## src/rtl/if_pkg.sv

```systemverilog
// Shared types and constants for the instruction-fetch front end.
package if_pkg;

    typedef enum logic [1:0] {
        BOOT = 2'd0,
        RUN  = 2'd1,
        PEND = 2'd2
    } if_state_e;

    localparam logic [31:0] IF_RESET_PC   = 32'h0000_0000;
    localparam logic [31:0] IF_EXC_VECTOR = 32'h0000_0080;
    localparam logic [31:0] IF_NOP_WORD   = 32'h2008_0000;

endpackage

```

## src/rtl/if_pc_unit_if.sv

```systemverilog
// Redirect/stall inputs and fetch-address outputs of the PC unit.
interface if_pc_unit_if;

    logic        pc_stall;
    logic        branch_taken;
    logic [31:0] branch_target;
    logic        jump;
    logic [31:0] jump_target;
    logic        jr;
    logic [31:0] jr_target;
    logic [31:0] pc_out;
    logic [31:0] pc_add_out;
    logic        if_flush;
    logic        fetch_valid;
    logic        misalign_err;
    logic [31:0] misalign_epc;
    logic [31:0] fetch_count;

    modport master (
        output pc_stall, branch_taken, branch_target,
        output jump, jump_target, jr, jr_target,
        input  pc_out, pc_add_out, if_flush, fetch_valid,
        input  misalign_err, misalign_epc, fetch_count
    );

    modport slave (
        input  pc_stall, branch_taken, branch_target,
        input  jump, jump_target, jr, jr_target,
        output pc_out, pc_add_out, if_flush, fetch_valid,
        output misalign_err, misalign_epc, fetch_count
    );

endinterface

```

## src/rtl/pc_next_sel.sv

```systemverilog
// Redirect priority mux: branch > jr > jump, falling back to a held target.
module pc_next_sel (
    input  logic        branch_taken,
    input  logic [31:0] branch_target,
    input  logic        jump,
    input  logic [31:0] jump_target,
    input  logic        jr,
    input  logic [31:0] jr_target,
    input  logic        use_pend,
    input  logic [31:0] pend_target,
    output logic        redirect,
    output logic [31:0] target,
    output logic        misalign
);

    always_comb begin
        redirect = branch_taken | jr | jump;
        if (branch_taken)
            target = branch_target;
        else if (jr)
            target = jr_target;
        else if (jump)
            target = jump_target;
        else if (use_pend)
            target = pend_target;
        else
            target = 32'd0;
        misalign = (target[1:0] != 2'b00);
    end

endmodule

```

## src/rtl/if_pc_unit.sv

```systemverilog
// PC register, next-PC selection and stall-held redirects for fetch.
module if_pc_unit
    import if_pkg::*;
#(
    parameter logic [31:0] RESET_PC   = IF_RESET_PC,
    parameter logic [31:0] EXC_VECTOR = IF_EXC_VECTOR
) (
    input  logic        clock,
    input  logic        reset,
    if_pc_unit_if.slave bus
);

    if_state_e   state, state_nxt;
    logic [31:0] pc, pc_nxt;
    logic [31:0] pend, pend_nxt;
    logic        err, err_nxt;
    logic [31:0] epc, epc_nxt;
    logic [31:0] cnt, cnt_nxt;
    logic        commit;
    logic        redir;
    logic [31:0] sel_target;
    logic        misalign;

    pc_next_sel u_sel (
        .branch_taken  (bus.branch_taken),
        .branch_target (bus.branch_target),
        .jump          (bus.jump),
        .jump_target   (bus.jump_target),
        .jr            (bus.jr),
        .jr_target     (bus.jr_target),
        .use_pend      (state == PEND),
        .pend_target   (pend),
        .redirect      (redir),
        .target        (sel_target),
        .misalign      (misalign)
    );

    always_ff @(posedge clock) begin
        if (reset) begin
            state <= BOOT;
            pc    <= RESET_PC;
            pend  <= 32'd0;
            err   <= 1'b0;
            epc   <= 32'd0;
            cnt   <= 32'd0;
        end else begin
            state <= state_nxt;
            pc    <= pc_nxt;
            pend  <= pend_nxt;
            err   <= err_nxt;
            epc   <= epc_nxt;
            cnt   <= cnt_nxt;
        end
    end

    always_comb begin
        state_nxt = state;
        pc_nxt    = pc;
        pend_nxt  = pend;
        err_nxt   = err;
        epc_nxt   = epc;
        cnt_nxt   = cnt;
        commit    = 1'b0;
        unique case (state)
            BOOT: state_nxt = RUN;
            RUN: begin
                if (redir && bus.pc_stall) begin
                    pend_nxt  = sel_target;
                    state_nxt = PEND;
                end else if (redir) begin
                    commit = 1'b1;
                end else if (!bus.pc_stall) begin
                    pc_nxt  = pc + 32'd4;
                    cnt_nxt = cnt + 32'd1;
                end
            end
            PEND: begin
                if (redir)
                    pend_nxt = sel_target;
                if (!bus.pc_stall) begin
                    commit    = 1'b1;
                    state_nxt = RUN;
                end
            end
            default: state_nxt = BOOT;
        endcase
        // Misaligned targets trap; only the first offender is recorded.
        if (commit) begin
            cnt_nxt = cnt + 32'd1;
            if (misalign) begin
                pc_nxt  = EXC_VECTOR;
                err_nxt = 1'b1;
                if (!err)
                    epc_nxt = sel_target;
            end else begin
                pc_nxt = sel_target;
            end
        end
    end

    assign bus.pc_out       = pc;
    assign bus.pc_add_out   = pc + 32'd4;
    assign bus.if_flush     = commit;
    assign bus.fetch_valid  = (state != BOOT);
    assign bus.misalign_err = err;
    assign bus.misalign_epc = epc;
    assign bus.fetch_count  = cnt;

endmodule
```

## src/flat_wrapper.sv

```systemverilog
// flat-port wrapper written by rule: the top's interface ports become plain ports
module if_pc_unit_flat import if_pkg::*;
#(
    parameter logic [31:0] RESET_PC   = IF_RESET_PC,
    parameter logic [31:0] EXC_VECTOR = IF_EXC_VECTOR
)
  (clock, reset, bus_pc_stall, bus_branch_taken, bus_branch_target, bus_jump, bus_jump_target, bus_jr, bus_jr_target, bus_pc_out, bus_pc_add_out, bus_if_flush, bus_fetch_valid, bus_misalign_err, bus_misalign_epc, bus_fetch_count);
  if_pc_unit_if bus_i ();
  input  logic clock;
  input  logic reset;
  input wire logic [$bits(bus_i.pc_stall)-1:0] bus_pc_stall;
  input wire logic [$bits(bus_i.branch_taken)-1:0] bus_branch_taken;
  input wire logic [$bits(bus_i.branch_target)-1:0] bus_branch_target;
  input wire logic [$bits(bus_i.jump)-1:0] bus_jump;
  input wire logic [$bits(bus_i.jump_target)-1:0] bus_jump_target;
  input wire logic [$bits(bus_i.jr)-1:0] bus_jr;
  input wire logic [$bits(bus_i.jr_target)-1:0] bus_jr_target;
  output wire logic [$bits(bus_i.pc_out)-1:0] bus_pc_out;
  output wire logic [$bits(bus_i.pc_add_out)-1:0] bus_pc_add_out;
  output wire logic [$bits(bus_i.if_flush)-1:0] bus_if_flush;
  output wire logic [$bits(bus_i.fetch_valid)-1:0] bus_fetch_valid;
  output wire logic [$bits(bus_i.misalign_err)-1:0] bus_misalign_err;
  output wire logic [$bits(bus_i.misalign_epc)-1:0] bus_misalign_epc;
  output wire logic [$bits(bus_i.fetch_count)-1:0] bus_fetch_count;
  assign bus_i.pc_stall = bus_pc_stall;
  assign bus_i.branch_taken = bus_branch_taken;
  assign bus_i.branch_target = bus_branch_target;
  assign bus_i.jump = bus_jump;
  assign bus_i.jump_target = bus_jump_target;
  assign bus_i.jr = bus_jr;
  assign bus_i.jr_target = bus_jr_target;
  assign bus_pc_out = bus_i.pc_out;
  assign bus_pc_add_out = bus_i.pc_add_out;
  assign bus_if_flush = bus_i.if_flush;
  assign bus_fetch_valid = bus_i.fetch_valid;
  assign bus_misalign_err = bus_i.misalign_err;
  assign bus_misalign_epc = bus_i.misalign_epc;
  assign bus_fetch_count = bus_i.fetch_count;
  if_pc_unit #(.RESET_PC(RESET_PC), .EXC_VECTOR(EXC_VECTOR)) u_core (.clock(clock), .reset(reset), .bus(bus_i));
endmodule
```

## config.mk

```make
export PLATFORM = sky130hd
export DESIGN_NAME = if_pc_unit_flat
export DESIGN_NICKNAME = d
export VERILOG_FILES = /design/src/rtl/if_pkg.sv /design/src/rtl/if_pc_unit_if.sv /design/src/rtl/pc_next_sel.sv /design/src/rtl/if_pc_unit.sv /design/src/flat_wrapper.sv
export SDC_FILE = /design/constraint.sdc
export NUM_CORES = 1
export LEC_CHECK = 0
export BUFFER_PORTS_ARGS = -buffer_cell sky130_fd_sc_hd__clkbuf_2
export CAP_MARGIN = 20
export CORE_MARGIN = 5
export CORE_UTILIZATION = 53
export CTS_BUF_LIST = sky130_fd_sc_hd__clkbuf_4
export DETAILED_ROUTE_END_ITERATION = 16
export GPL_TIMING_DRIVEN = 0
export PLACE_DENSITY = 0.85
export SYNTH_ARGS = -nofsm -noshare
export SYNTH_HDL_FRONTEND = slang
export SYNTH_SLANG_ARGS = --single-unit
```

## constraint.sdc

```tcl
create_clock -name clock -period 2.6 [get_ports clock]
set_input_delay 0.39 -clock clock [delete_from_list [all_inputs] [get_ports clock]]
set_output_delay 0.39 -clock clock [all_outputs]
set_load 0.03 [all_outputs]
```

# Yosys cells after proc, flatten, opt, wreduce, memory -nomap -nowiden
# Cells that the tools add are included.
# W data, S select, Z words.
word_totals:
  regBits: 131
  inputBits: 102
  wordCells: 55
classes:
  add_sub_neg: 2
  eq_ne: 8
  n_mux: 25
  bitwise_logic: 3
  n_reduce_logical: 11
op_table:
  columns: ["operator", "n"]
  rows:
  - ["$mux W32", 17]
  - ["$pmux W32 S2", 1]
  - ["$add A32 B1 Y32 const B", 1]
  - ["$add A32 B3 Y32 const B", 1]
  - ["$reduce_bool A2 Y1", 4]
  - ["$ne A2 B1 Y1 const B", 3]
  - ["$ne A2 B2 Y1 const B", 3]
  - ["$pmux W2 S3", 1]
  - ["$reduce_and A3 Y1", 2]
  - ["$mux W2", 2]
  - ["$reduce_and A2 Y1", 2]
  - ["$reduce_and A4 Y1", 1]
  - ["$mux W1", 3]
  - ["$eq A2 B1 Y1 const B", 1]
  - ["$eq A2 B2 Y1 const B", 1]
  - ["$logic_not A2 Y1", 1]
  - ["$or A1 B1 Y1", 2]
  - ["$pmux W1 S2", 1]
  - ["$logic_and A1 B1 Y1", 1]
  - ["$not A1 Y1", 1]

# Depth between registers and ports, before layout
depth:
  ltp_word: 8
  mapped_depth: 11
  depth_no_buf: 8

# Hierarchy
# A second synthesis with hierarchy kept.
hier_totals:
  cells_unflattened: 939
  hier_area_um2: 7523.5
by_module_without_submodules:
  columns: ["module", "instances", "cells_per_inst", "area_each_um2", "seq_area_each_um2"]
  rows:
  - ["if_pc_unit", 1, 781, 6164.7, 2622.5]
  - ["pc_next_sel", 1, 158, 1358.8, 0.0]

# Worst setup path after synthesis
# No wires, ideal clock.
synth_path:
  path_kind: "reg2out"
  from: "register u_core.pc[6] (netlist: u_core.bus.pc_out[6])"
  to: "output port bus_pc_add_out[31]"
  arrival_ps: 2331
  required_time_ps: 2210
  path_slack_ps: -121
  path_stages_with_launch: 8
  n_path_buf: 2
  cell_sequence: "dfxtp_1 buf_2 and4_4 nand4_4 or4_1 buf_2 nor2_1 xor2_1"
synth_between:
  elab_chain_len: 1
synth_lines:
  columns: ["element", "line", "rtl"]
  rows:
  - ["start: declaration", "if_pc_unit.sv:14", "logic [31:0] pc, pc_nxt;"]
  - ["start signal: assignment", "if_pc_unit.sv:48", "pc <= pc_nxt;"]
  - ["$add A32 B3 Y32", "if_pc_unit.sv:102", "assign bus.pc_add_out = pc + 32'd4;"]
  - ["end: declaration", "flat_wrapper.sv:19", "output wire logic [$bits(bus_i.pc_add_out)-1:0] bus_pc_add_out;"]
# Every way passes these cells.

# Worst setup path in the final report
layout_path:
  from: "register u_core.pc[22] (netlist: u_core.bus.pc_out[22])"
  to: "output port bus_pc_add_out[31]"
# Same word-level chain as after synthesis.

==> impl_metrics.csv <==
group,metric,value,unit
status,status,"finished, violations left",
status,violations,"setup timing",
global_routing,grt_max_degree,17,
final_layout,drive_gt1_share,34.4,%
clock_tree,cts_tree,"yes",
sta,layout_setup_ws,-0.235,ns
synthesis,ys.warnings.count,0,
placed_design,gp_congestion,0.993,
pwr,power_density,612,nW/µm²
die,die_h,128,µm
global_routing,grt_pass1_wl,43000,µm
hold_path,hp-class,"input port to flop",
sta,max_freq,0.353,GHz
placed_design,io_buffers,232,
pwr,leakage,4.14,nW
route,vias,9403,
route,wl_per_cell,20.0,µm
route,ant_nets,0,
clock_tree,clk_latency,0.59,ns
sta,finalHoldWorstSlack,0.129,ns
pwr,ir_drop,0.420,mV
global_routing,antenna_found_initial,0,
worst_setup_path,crit_path_start_kind,"flop",
sta,fin_crit,2.83,ns
job,cap_violations,0,
global_routing,grt_pass1_vias,8568,
clock_tree,cts.clk_slew.worst_paths,0.11,ns
worst_setup_path,critPathSlowestCell,"or4_4",
synthesis,netlist.area_leader.share,35.5,%
synthesis,synth_area_leaders,"dfxtp_1 35%, a21oi_1 8.5%, nand2_1 5.4%",
synthesis,synth_edf_count,0,
die,start_util,53.7,%
clock_tree,ctsHoldBuffers,0,
sta,finalCritPeriodShare,109,%
synthesis,avgSynthCellArea,7.52,µm²
clock_tree,cts_max_level,4,
final_layout,finalInstanceArea,10000,µm²
placed_design,pre_cts_ws,-0.365,ns
final_layout,nFillCells,1048,
sta,worstMarginPinSlew,0.832,ns
sta,finalHoldViolCount,0,
worst_setup_path,critPathMaxStageDelay,0.67,ns
route,vias_per_cell,6.40,
sta,fin_skew,0.0203,ns
global_routing,gr-total-overflow,0,
clock_tree,cts_inserted_buffers,17,
sta,slew_headroom,44.5,%
sta,setup_violations,17,
placed_design,dp_hpwl,20100,µm
worst_setup_path,arrival,2.44,ns
synthesis,syn_inst,983,
synthesis,synth_cell_types,57,
route,drc,0,
die,core,13800,µm²
synthesis,synth_ff_type,"dfxtp_1",
die,die_area,16400,µm²
route,first_iter_violations,1217,
final_layout,syn2layout_area_growth,35.6,%
route,wirelength,29300,µm
sta,rsz0062_at_grt,"yes",
sta,slew_viol_final,0,
worst_setup_path,crit_chain,"nand4_1, or4_4, nor2_4, xor2_2, clkbuf_8",
synthesis,synth_seq_area_share,35.5,%
synthesis,synth_seq_cells,131,
final_layout,fin_util,72.8,%
synthesis,synth.net_count,1091,
synthesis,async_reset_ff_share,0,%
placed_design,place_area,8810,µm²
clock_tree,clockBufferDepth,2,
worst_setup_path,critPathMaxFanout,5,
clock_tree,numClockSinks,131,
synthesis,yosysTopAreaCell,"dfxtp_1",
final_layout,num_antenna_cells,0,
die,core.rowCount,43,
die,io_pins,233,
route,dr.pass1.iters,6,
die,die_w,128,µm
final_layout,layout.nets,1385,
clock_tree,root_buffer,"clkbuf_4",
worst_setup_path,cp_data_required_time,2.21,ns
global_routing,track_usage,32.7,%
synthesis,syn_area,7400,µm²
worst_setup_path,worstSetupPathType,"flop to primary output",
worst_setup_path,setup.worst_path.end_class,"primary output",
## registers in the layout, indices dropped and copies added, names as in the netlist
signal,flops
u_core.bus.misalign_epc,32
u_core.state,2
u_core.bus.fetch_count,32
u_core.bus.pc_out,32
u_core.pend,32
u_core.bus.misalign_err,1
## cells in the mapped netlist (all sizes together) (4+ instances only)
| master | count |
|---|---|
| a211oi | 20 |
| a21oi | 126 |
| a22oi | 14 |
| a31oi | 23 |
| and2 | 7 |
| and3 | 7 |
| and4 | 8 |
| buf | 30 |
| clkbuf | 58 |
| dfxtp | 131 |
| ha | 6 |
| inv | 26 |
| nand2 | 106 |
| nand2b | 5 |
| nand3 | 59 |
| nand3b | 10 |
| nand4 | 27 |
| nand4b | 4 |
| nor2 | 54 |
| nor2b | 19 |
| nor3 | 16 |
| nor4 | 12 |
| o21ai | 61 |
| o22ai | 21 |
| o311ai | 4 |
| o31ai | 7 |
| or3 | 24 |
| or4 | 12 |
| or4b | 19 |
| xnor2 | 25 |
| xor2 | 18 |
## power by group
part / switching, mW / internal [mW] / leakage (nW)
Clock: 0.789 / 0.638 / 0.152
Combinational: 1.46 / 0.750 / 2.92
Sequential: 0.246 / 2.25 / 1.08
## final timing paths
kind | start | end | slack [ns] | cells past startpoint
setup / recovery | u_core.bus.pc_out[22] | bus_pc_add_out[31] | -0.23 | 5
hold / removal | reset | u_core.bus.misalign_epc[31] | 0.13 | 3
setup reg to reg | u_core.state[0] | u_core.bus.pc_out[14] | -0.04 | 8
hold reg to reg | u_core.pend[1] | u_core.pend[1] | 0.47 | 2
## per-stage QoR
step	setup TNS (ns)	instances	total power, mW
after floorplan	0	983	3.73
after global placement	-5.26	1395	4.34
after detailed placement	-7.57	1395	4.38
after CTS	-1.02	1444	5.85
after global routing	-3.29	1470	6.36
final	-1.84	1470	6.13
## critical path, delay by kind of cell, from the launching register on
kind | cells | cell delay (ns)
AND/OR/NAND/NOR | 3 | 1.07
flip-flops | 1 | 0.47
buffers and inverters | 1 | 0.17
XOR/XNOR | 1 | 0.15
## timing repair
action                     4_1_cts  5_1_grt
setup buffers                   21       32
setup endpoints to repair       88       75
resized for setup               96       98
pin swaps                       13       23
## logic make-up after synthesis
group / Yosys count / share of synthesized area [%]
flip-flops: 131 / 35.5
AO/OA/AOI/OAI: 292 / 23.0
adder cells (fa/ha/maj): 6 / 1.02
XOR/XNOR: 43 / 5.09
AND/OR/NAND/NOR: 394 / 28.8
buffers and inverters: 114 / 6.23
multiplexers: 3 / 0.423
## final cells by class
cell class,instances,area (µm²),area share [%]
Timing Repair Buffer,284,1640,16.3
Sequential cell,131,2690,26.8
Buffer,79,390,3.89
Tap cell,180,225,2.25
Clock inverter,15,146,1.46
Clock buffer,17,128,1.27
Multi-Input combinational cell,738,4700,46.9
Inverter,26,106,1.06
## layer usage
layer,track usage [%],part of all wire (%),vias up
li1,-,-,4173
met1,40.7,36,4321
met2,52.6,46,718
met3,7.83,12,191
met4,16.7,6.5,0
met5,0,0,-
## placed cells by master, fill, tap and decap left out, types with 26 or more instances in the layout
cell / instances
clkbuf_2: 220
nand4_1: 26
clkbuf_1: 43
a21oi_1: 123
nor2_1: 47
nand3_1: 53
buf_4: 60
dfxtp_1: 109
o21ai_0: 61
nand2_1: 105
(Power assumes the default switching activity.)
